$ cat config.mk
export PLATFORM = sky130hd
export DESIGN_NAME = rom_port_arbiter
export DESIGN_NICKNAME = d
export VERILOG_FILES = /design/src/rtl/rom_port_arbiter_pkg.sv /design/src/rtl/rom_byte_sequencer.sv /design/src/rtl/rom_port_arbiter.sv
export SDC_FILE = /design/constraint.sdc
export NUM_CORES = 1
export LEC_CHECK = 0
export ABC_AREA = 0
export ABC_CLOCK_PERIOD_IN_PS = 5300
export CAP_MARGIN = 20
export CORE_ASPECT_RATIO = 0.8
export CORE_MARGIN = 3
export CORE_UTILIZATION = 51
export CTS_BUF_LIST = sky130_fd_sc_hd__clkbuf_4
export DETAILED_ROUTE_END_ITERATION = 7
export PLACE_DENSITY = 0.76
export SKIP_LAST_GASP = 1
export SYNTH_ARGS = -nofsm -noshare
export SYNTH_HDL_FRONTEND = slang
export SYNTH_SLANG_ARGS = --single-unit
$ cat constraint.sdc
create_clock -name clk -period 5.3 [get_ports clk]
set_input_delay 0.53 -clock clk [delete_from_list [all_inputs] [get_ports clk]]
set_output_delay 0.53 -clock clk [all_outputs]
set_load 0.005 [all_outputs]
$ cat src/rtl/rom_port_arbiter_pkg.sv
// Shared types and sizing for the ROM port arbiter and its byte sequencer.
package rom_port_arbiter_pkg;

    localparam int unsigned ADDR_W     = 8;
    localparam int unsigned WORD_BYTES = 4;
    localparam int unsigned DATA_W     = 8 * WORD_BYTES;
    // Wide enough to hold a byte count of 0..WORD_BYTES inclusive
    localparam int unsigned CNT_W      = $clog2(WORD_BYTES + 1);

    typedef enum logic [1:0] {
        IDLE = 2'd0,
        READ = 2'd1,
        RESP = 2'd2
    } state_t;

    typedef enum logic {
        OWN_FETCH = 1'b0,
        OWN_LOAD  = 1'b1
    } owner_t;

    // Transaction descriptor latched at grant time
    typedef struct packed {
        owner_t              owner;
        logic [ADDR_W-1:0]   base;
        logic [CNT_W-1:0]    len;
    } grant_t;

endpackage

$ cat src/rtl/rom_byte_sequencer.sv
// Issues len byte reads at base, base+1, ... to a synchronous-read ROM and
// assembles the returned bytes little-endian into one word.
module rom_byte_sequencer
    import rom_port_arbiter_pkg::*;
(
    input  logic                clk,
    input  logic                rst,
    input  logic                i_start,
    input  logic [ADDR_W-1:0]   i_base,
    input  logic [CNT_W-1:0]    i_len,
    output logic                o_mem_en,
    output logic [ADDR_W-1:0]   o_mem_addr,
    input  logic [7:0]          i_mem_rdata,
    output logic                o_done_c,
    output logic [DATA_W-1:0]   o_word_c
);

    logic [ADDR_W-1:0]  r_base;
    logic [CNT_W-1:0]   r_len;
    logic [CNT_W-1:0]   r_k;
    logic [CNT_W-1:0]   r_c;
    logic               r_cap;
    logic [DATA_W-1:0]  r_asm;
    logic               r_mem_en;
    logic [ADDR_W-1:0]  r_mem_addr;
    logic [DATA_W-1:0]  w_asm_next;

    // Issue side: byte 0 goes out on the start edge, the rest follow one per cycle
    always_ff @(posedge clk or posedge rst) begin
        if (rst) begin
            r_base     <= '0;
            r_len      <= '0;
            r_k        <= '0;
            r_mem_en   <= 1'b0;
            r_mem_addr <= '0;
        end else if (i_start) begin
            r_base     <= i_base;
            r_len      <= i_len;
            r_k        <= CNT_W'(1);
            r_mem_en   <= 1'b1;
            r_mem_addr <= i_base;
        end else if (r_k < r_len) begin
            r_mem_en   <= 1'b1;
            r_mem_addr <= r_base + ADDR_W'(r_k);
            r_k        <= r_k + CNT_W'(1);
        end else begin
            r_mem_en   <= 1'b0;
        end
    end

    // Merge the byte arriving this cycle into its lane of the assembly word
    always_comb begin
        w_asm_next = r_asm;
        for (int unsigned i = 0; i < WORD_BYTES; i++) begin
            if (CNT_W'(i) == r_c) begin
                w_asm_next[i*8 +: 8] = i_mem_rdata;
            end
        end
    end

    // Capture side: ROM data is valid the cycle after each issued read
    always_ff @(posedge clk or posedge rst) begin
        if (rst) begin
            r_cap <= 1'b0;
            r_c   <= '0;
            r_asm <= '0;
        end else begin
            r_cap <= r_mem_en;
            if (i_start) begin
                r_c   <= '0;
                r_asm <= '0;
            end else if (r_cap) begin
                r_c   <= r_c + CNT_W'(1);
                r_asm <= w_asm_next;
            end
        end
    end

    assign o_mem_en   = r_mem_en;
    assign o_mem_addr = r_mem_addr;
    assign o_done_c   = r_cap && (r_c == (r_len - CNT_W'(1)));
    assign o_word_c   = w_asm_next;

endmodule

$ cat src/rtl/rom_port_arbiter.sv
// Round-robin arbiter sharing one byte-wide ROM port between fetch and load.
module rom_port_arbiter
    import rom_port_arbiter_pkg::*;
(
    input  logic                clk,
    input  logic                rst,
    input  logic                if_req,
    input  logic [ADDR_W-1:0]   if_addr,
    output logic                if_ack,
    output logic [DATA_W-1:0]   if_rdata,
    input  logic                ld_req,
    input  logic [ADDR_W-1:0]   ld_addr,
    input  logic                ld_one_byte,
    output logic                ld_ack,
    output logic [DATA_W-1:0]   ld_rdata,
    output logic                mem_en,
    output logic [ADDR_W-1:0]   mem_addr,
    input  logic [7:0]          mem_rdata,
    output logic                busy
);

    state_t             r_state;
    state_t             w_state_next;
    owner_t             r_owner;
    owner_t             r_last_grant;
    grant_t             w_grant;
    logic               w_start;
    logic               w_tie;
    logic               w_seq_done_c;
    logic               w_done;
    logic [DATA_W-1:0]  w_seq_word_c;
    logic               r_if_ack;
    logic               r_ld_ack;
    logic [DATA_W-1:0]  r_if_rdata;
    logic [DATA_W-1:0]  r_ld_rdata;
    logic               r_busy;

    rom_byte_sequencer u_seq (
        .clk         (clk),
        .rst         (rst),
        .i_start     (w_start),
        .i_base      (w_grant.base),
        .i_len       (w_grant.len),
        .o_mem_en    (mem_en),
        .o_mem_addr  (mem_addr),
        .i_mem_rdata (mem_rdata),
        .o_done_c    (w_seq_done_c),
        .o_word_c    (w_seq_word_c)
    );

    // State register
    always_ff @(posedge clk or posedge rst) begin
        if (rst) begin
            r_state <= IDLE;
        end else begin
            r_state <= w_state_next;
        end
    end

    // Next state and grant decision; arbitration happens only in IDLE
    always_comb begin
        w_state_next  = r_state;
        w_start       = 1'b0;
        w_tie         = 1'b0;
        w_grant.owner = OWN_FETCH;
        w_grant.base  = if_addr;
        w_grant.len   = CNT_W'(WORD_BYTES);
        case (r_state)
            IDLE: begin
                if (if_req || ld_req) begin
                    w_start      = 1'b1;
                    w_state_next = READ;
                    if (if_req && ld_req) begin
                        w_tie         = 1'b1;
                        w_grant.owner = (r_last_grant == OWN_LOAD) ? OWN_FETCH : OWN_LOAD;
                    end else if (ld_req) begin
                        w_grant.owner = OWN_LOAD;
                    end
                    if (w_grant.owner == OWN_LOAD) begin
                        w_grant.base = ld_addr;
                        if (ld_one_byte) begin
                            w_grant.len = CNT_W'(1);
                        end
                    end
                end
            end
            READ: begin
                if (w_seq_done_c) begin
                    w_state_next = RESP;
                end
            end
            RESP: begin
                w_state_next = IDLE;
            end
            default: begin
                w_state_next = IDLE;
            end
        endcase
    end

    assign w_done = w_seq_done_c && (r_state == READ);

    // Owner bookkeeping, ack pulses and per-requester data holding
    always_ff @(posedge clk or posedge rst) begin
        if (rst) begin
            r_owner      <= OWN_FETCH;
            r_last_grant <= OWN_LOAD;
            r_if_ack     <= 1'b0;
            r_ld_ack     <= 1'b0;
            r_if_rdata   <= '0;
            r_ld_rdata   <= '0;
            r_busy       <= 1'b0;
        end else begin
            r_busy   <= (w_state_next != IDLE);
            r_if_ack <= w_done && (r_owner == OWN_FETCH);
            r_ld_ack <= w_done && (r_owner == OWN_LOAD);
            if (w_start) begin
                r_owner <= w_grant.owner;
            end
            if (w_tie) begin
                r_last_grant <= w_grant.owner;
            end
            if (w_done && (r_owner == OWN_FETCH)) begin
                r_if_rdata <= w_seq_word_c;
            end
            if (w_done && (r_owner == OWN_LOAD)) begin
                r_ld_rdata <= w_seq_word_c;
            end
        end
    end

    assign if_ack   = r_if_ack;
    assign ld_ack   = r_ld_ack;
    assign if_rdata = r_if_rdata;
    assign ld_rdata = r_ld_rdata;
    assign busy     = r_busy;

endmodule

==> flow_metrics.tcl <==
set metrics [dict create \
    status "finished clean" \
    wire_per_inst_um 17.5 \
    slew_violations 0 \
    drv_cap 0 \
    syn_avg_cell_area_sq_um 12.3 \
    synth-edff-count 0 \
    final.fill_count 814 \
    sequential_cell_area_sq_um 3230 \
    report.final.hold_viol_count 0 \
    gp_routability_congestion 0.771 \
    insertion_delay_of_the_later_clocked_pin_in_the_worst_skew_pair_ns 0.52 \
    remaining_drc_errors 0 \
    fp.dieH_um 103 \
    async_flop_share_pct 100 \
    worst_case_headroom_to_the_max_slew_limit_pct 31.3 \
    critical_path_arrival_ns 2.71 \
    tmin_final_ns 2.31 \
    detailedRoute.firstIterationViolations 247 \
    die-area_sq_um 13000 \
    n_antenna_cell 0 \
    setup.worst_path.end_class "flop" \
    nNetsFinal 623 \
    ant_nets 0 \
    drive_above_1_share_pct 24.0 \
    finClkSkew_ns 0.0183 \
    synth_largest_type_area_fraction_pct 53.9 \
    std_cell_rows 34 \
    dr_total_vias 4023 \
    final_hold_slack_ns 0.237 \
    wire_length_of_the_first_global_routing_pass_um 20700 \
    globalRoute.totalOverflow 0 \
    io_pins 105 \
    hpwl_um 8680 \
    synth.lib_cells_used.distinct 41 \
    clock_tree_from_tritoncts "yes" \
    grt_start_max_net_pins 86 \
    ctsHtreeMaxLevel 4 \
    globalRouteTotalUtil_pct 20.5 \
    report.final.setup_viol 0 \
    synth-warning-count 0 \
    setup.worst_path.start_class "flop" \
    static-leakage-power_nw 3.39 \
    fp.coreArea_sq_um 11100 \
    final_critical_path_setup_slack_ns 2.99 \
    critical_path.max_fanout 42 \
    postCtsHoldBufs 0 \
    stdcell_count 740 \
    dominant_cell_type_by_area_after_synthesis "sky130_fd_sc_hd__dfrtp_1" \
    ctsLongestPathBuffers 2 \
    synth_common_cells "sky130_fd_sc_hd__dfrtp_1, sky130_fd_sc_hd__mux2_2, sky130_fd_sc_hd__nand2_1" \
    max_clock_freq_ghz 0.434 \
    pre_cts_ws_ns 2.70 \
    number_of_antenna_violations_at_the_first_check_in_global_routing 0 \
    min_path_type "in2async" \
    syn_nets 525 \
    power.density_nw_per_um2 231 \
    synth.most_common_cell "sky130_fd_sc_hd__dfrtp_1" \
    horizontal_die_dimension_um 127 \
    numPortBuffers 104 \
    multi_input_comb_area_sq_um 2470 \
    finalCritPeriodShare_pct 43.5 \
    grt_setup_unrepaired "no" \
    post_synth_main_area_contributors "sky130_fd_sc_hd__dfrtp_1, sky130_fd_sc_hd__mux2_2, sky130_fd_sc_hd__mux2_4" \
    setup.worst_path.class "reg2reg" \
    path_clk_slew_ns 0.12 \
    synth_ff_type "sky130_fd_sc_hd__dfrtp_1" \
    netlist_area_sq_um 5940 \
    drt_first_pass_iters 5 \
    cts_post_setup_buffers_inserted 0 \
    wl_um 13000 \
    cts_repair_resize_count 0 \
    cts_num_sinks 129 \
    fin_setup_tns_ns 0 \
    ys_seq_elements 129 \
    grt_pass1_vias 3905 \
    postSynthCellCount 485 \
    seq_area_frac_synth_pct 54.3 \
    cts_inserted_buffers 17 \
    design_power_total_w 0.00169 \
    cts.root.buffer_cell "sky130_fd_sc_hd__clkbuf_4" \
    detail_route.vias_per_cell 5.44 \
    start_util_pct 53.5 \
    tightest_slew_ns 1.03 \
    critical_path_required_ns 5.70 \
    power.ir.vdd_worst_v 0.000118 \
    post_place_cells 706 \
    layout-area-overhead-vs-synth_pct 22.8 \
]
-- per-layer routing --
metal	wire [um]	vias to the layer above	track usage [%]
li1	-	1890	-
met1	6300	2008	29.9
met2	5890	117	30.4
met3	682	8	5.28
met4	90	0	6.35
met5	0	-	0
-- critical path, cell delays in order, from the launching register on --
cell and delay [ns]:
sky130_fd_sc_hd__dfrtp_1 0.33, sky130_fd_sc_hd__buf_4 0.37, sky130_fd_sc_hd__nand4b_1 0.15, sky130_fd_sc_hd__mux2i_1 0.22, sky130_fd_sc_hd__and3b_4 0.25, sky130_fd_sc_hd__and2_4 0.44
sky130_fd_sc_hd__mux2_2 0.39
-- sequential cells by signal (all words and copies together) (netlist names) --
name and count:
u_seq.r_cap 1, u_seq.r_len 2, u_seq.o_mem_addr 8, u_seq.r_c 3
if_ack 1, if_rdata 32, ld_rdata 32, u_seq.r_k 3
busy 1, u_seq.o_mem_en 1, u_seq.r_asm 32, r_state 2
r_last_grant 1, u_seq.r_base 8, r_owner 1, ld_ack 1
-- layout make-up --
class | instances | area share [%]
flip-flops and latches | 129 | 44.3
multi-input cells | 317 | 33.8
repair buffers | 109 | 15.2
well taps | 144 | 2.47
clock buffers | 19 | 1.96
clock inverters | 13 | 1.78
inverters | 9 | 0.497
-- report_power, final --
group | leakage (nW) | internal [W] | switching (W)
Sequential | 1.59 | 0.000984 | 0
Clock | 0.130 | 0.000251 | 0.000393
Combinational | 1.67 | 0.0000247 | 0.0000353
-- cell families (layout without fill, tap and decap cells) --
family / Yosys count / in the layout / synth area share [%]
DFF: 129 / 129 / 54.3
and+or+nand+nor: 124 / 124 / 9.79
muxes: 105 / 105 / 21.7
AOI/OAI and AO/OA: 69 / 69 / 6.34
buffers and inverters: 39 / 150 / 4.17
adders and majority gates: 11 / 11 / 2.44
xor gates and xnor gates: 8 / 8 / 1.18
-- stage by stage --
stage / instance area (sq um) / utilization [%]
after floorplan: 5940 / -
after global placement: 6980 / 62.8
after detailed placement: 6980 / 62.8
after CTS: 7250 / 65.3
after global routing: 7300 / 65.7
final: 7300 / 65.7
-- cells in the final DEF (no fill, tap or decap), types with 9 or more instances in the layout --
cell type and instances:
sky130_fd_sc_hd__nor2_1 16, sky130_fd_sc_hd__ha_1 10, sky130_fd_sc_hd__mux2_4 32, sky130_fd_sc_hd__mux2_2 64, sky130_fd_sc_hd__clkdlybuf4s50_1 104, sky130_fd_sc_hd__dfrtp_1 128, sky130_fd_sc_hd__a21oi_1 43, sky130_fd_sc_hd__clkbuf_4 19
sky130_fd_sc_hd__mux2i_1 9, sky130_fd_sc_hd__o21ai_0 12, sky130_fd_sc_hd__nand2_1 54, sky130_fd_sc_hd__nand3_1 35
-- worst paths after layout --
check | from | end | slack, ns | cells after the start
max in group asynchronous | rst | ld_rdata[3] | 3.87 | 4
setup reg to reg | u_seq.r_cap | ld_rdata[28] | 2.99 | 6
hold / removal | rst | u_seq.o_mem_addr[1] | 0.24 | 2
hold reg to reg | u_seq.o_mem_en | u_seq.r_cap | 0.43 | 0
setup / recovery | u_seq.r_cap | ld_rdata[28] | 2.99 | 6
min in group clk | u_seq.o_mem_en | u_seq.r_cap | 0.43 | 0
Power figures use the tool's default switching activity.
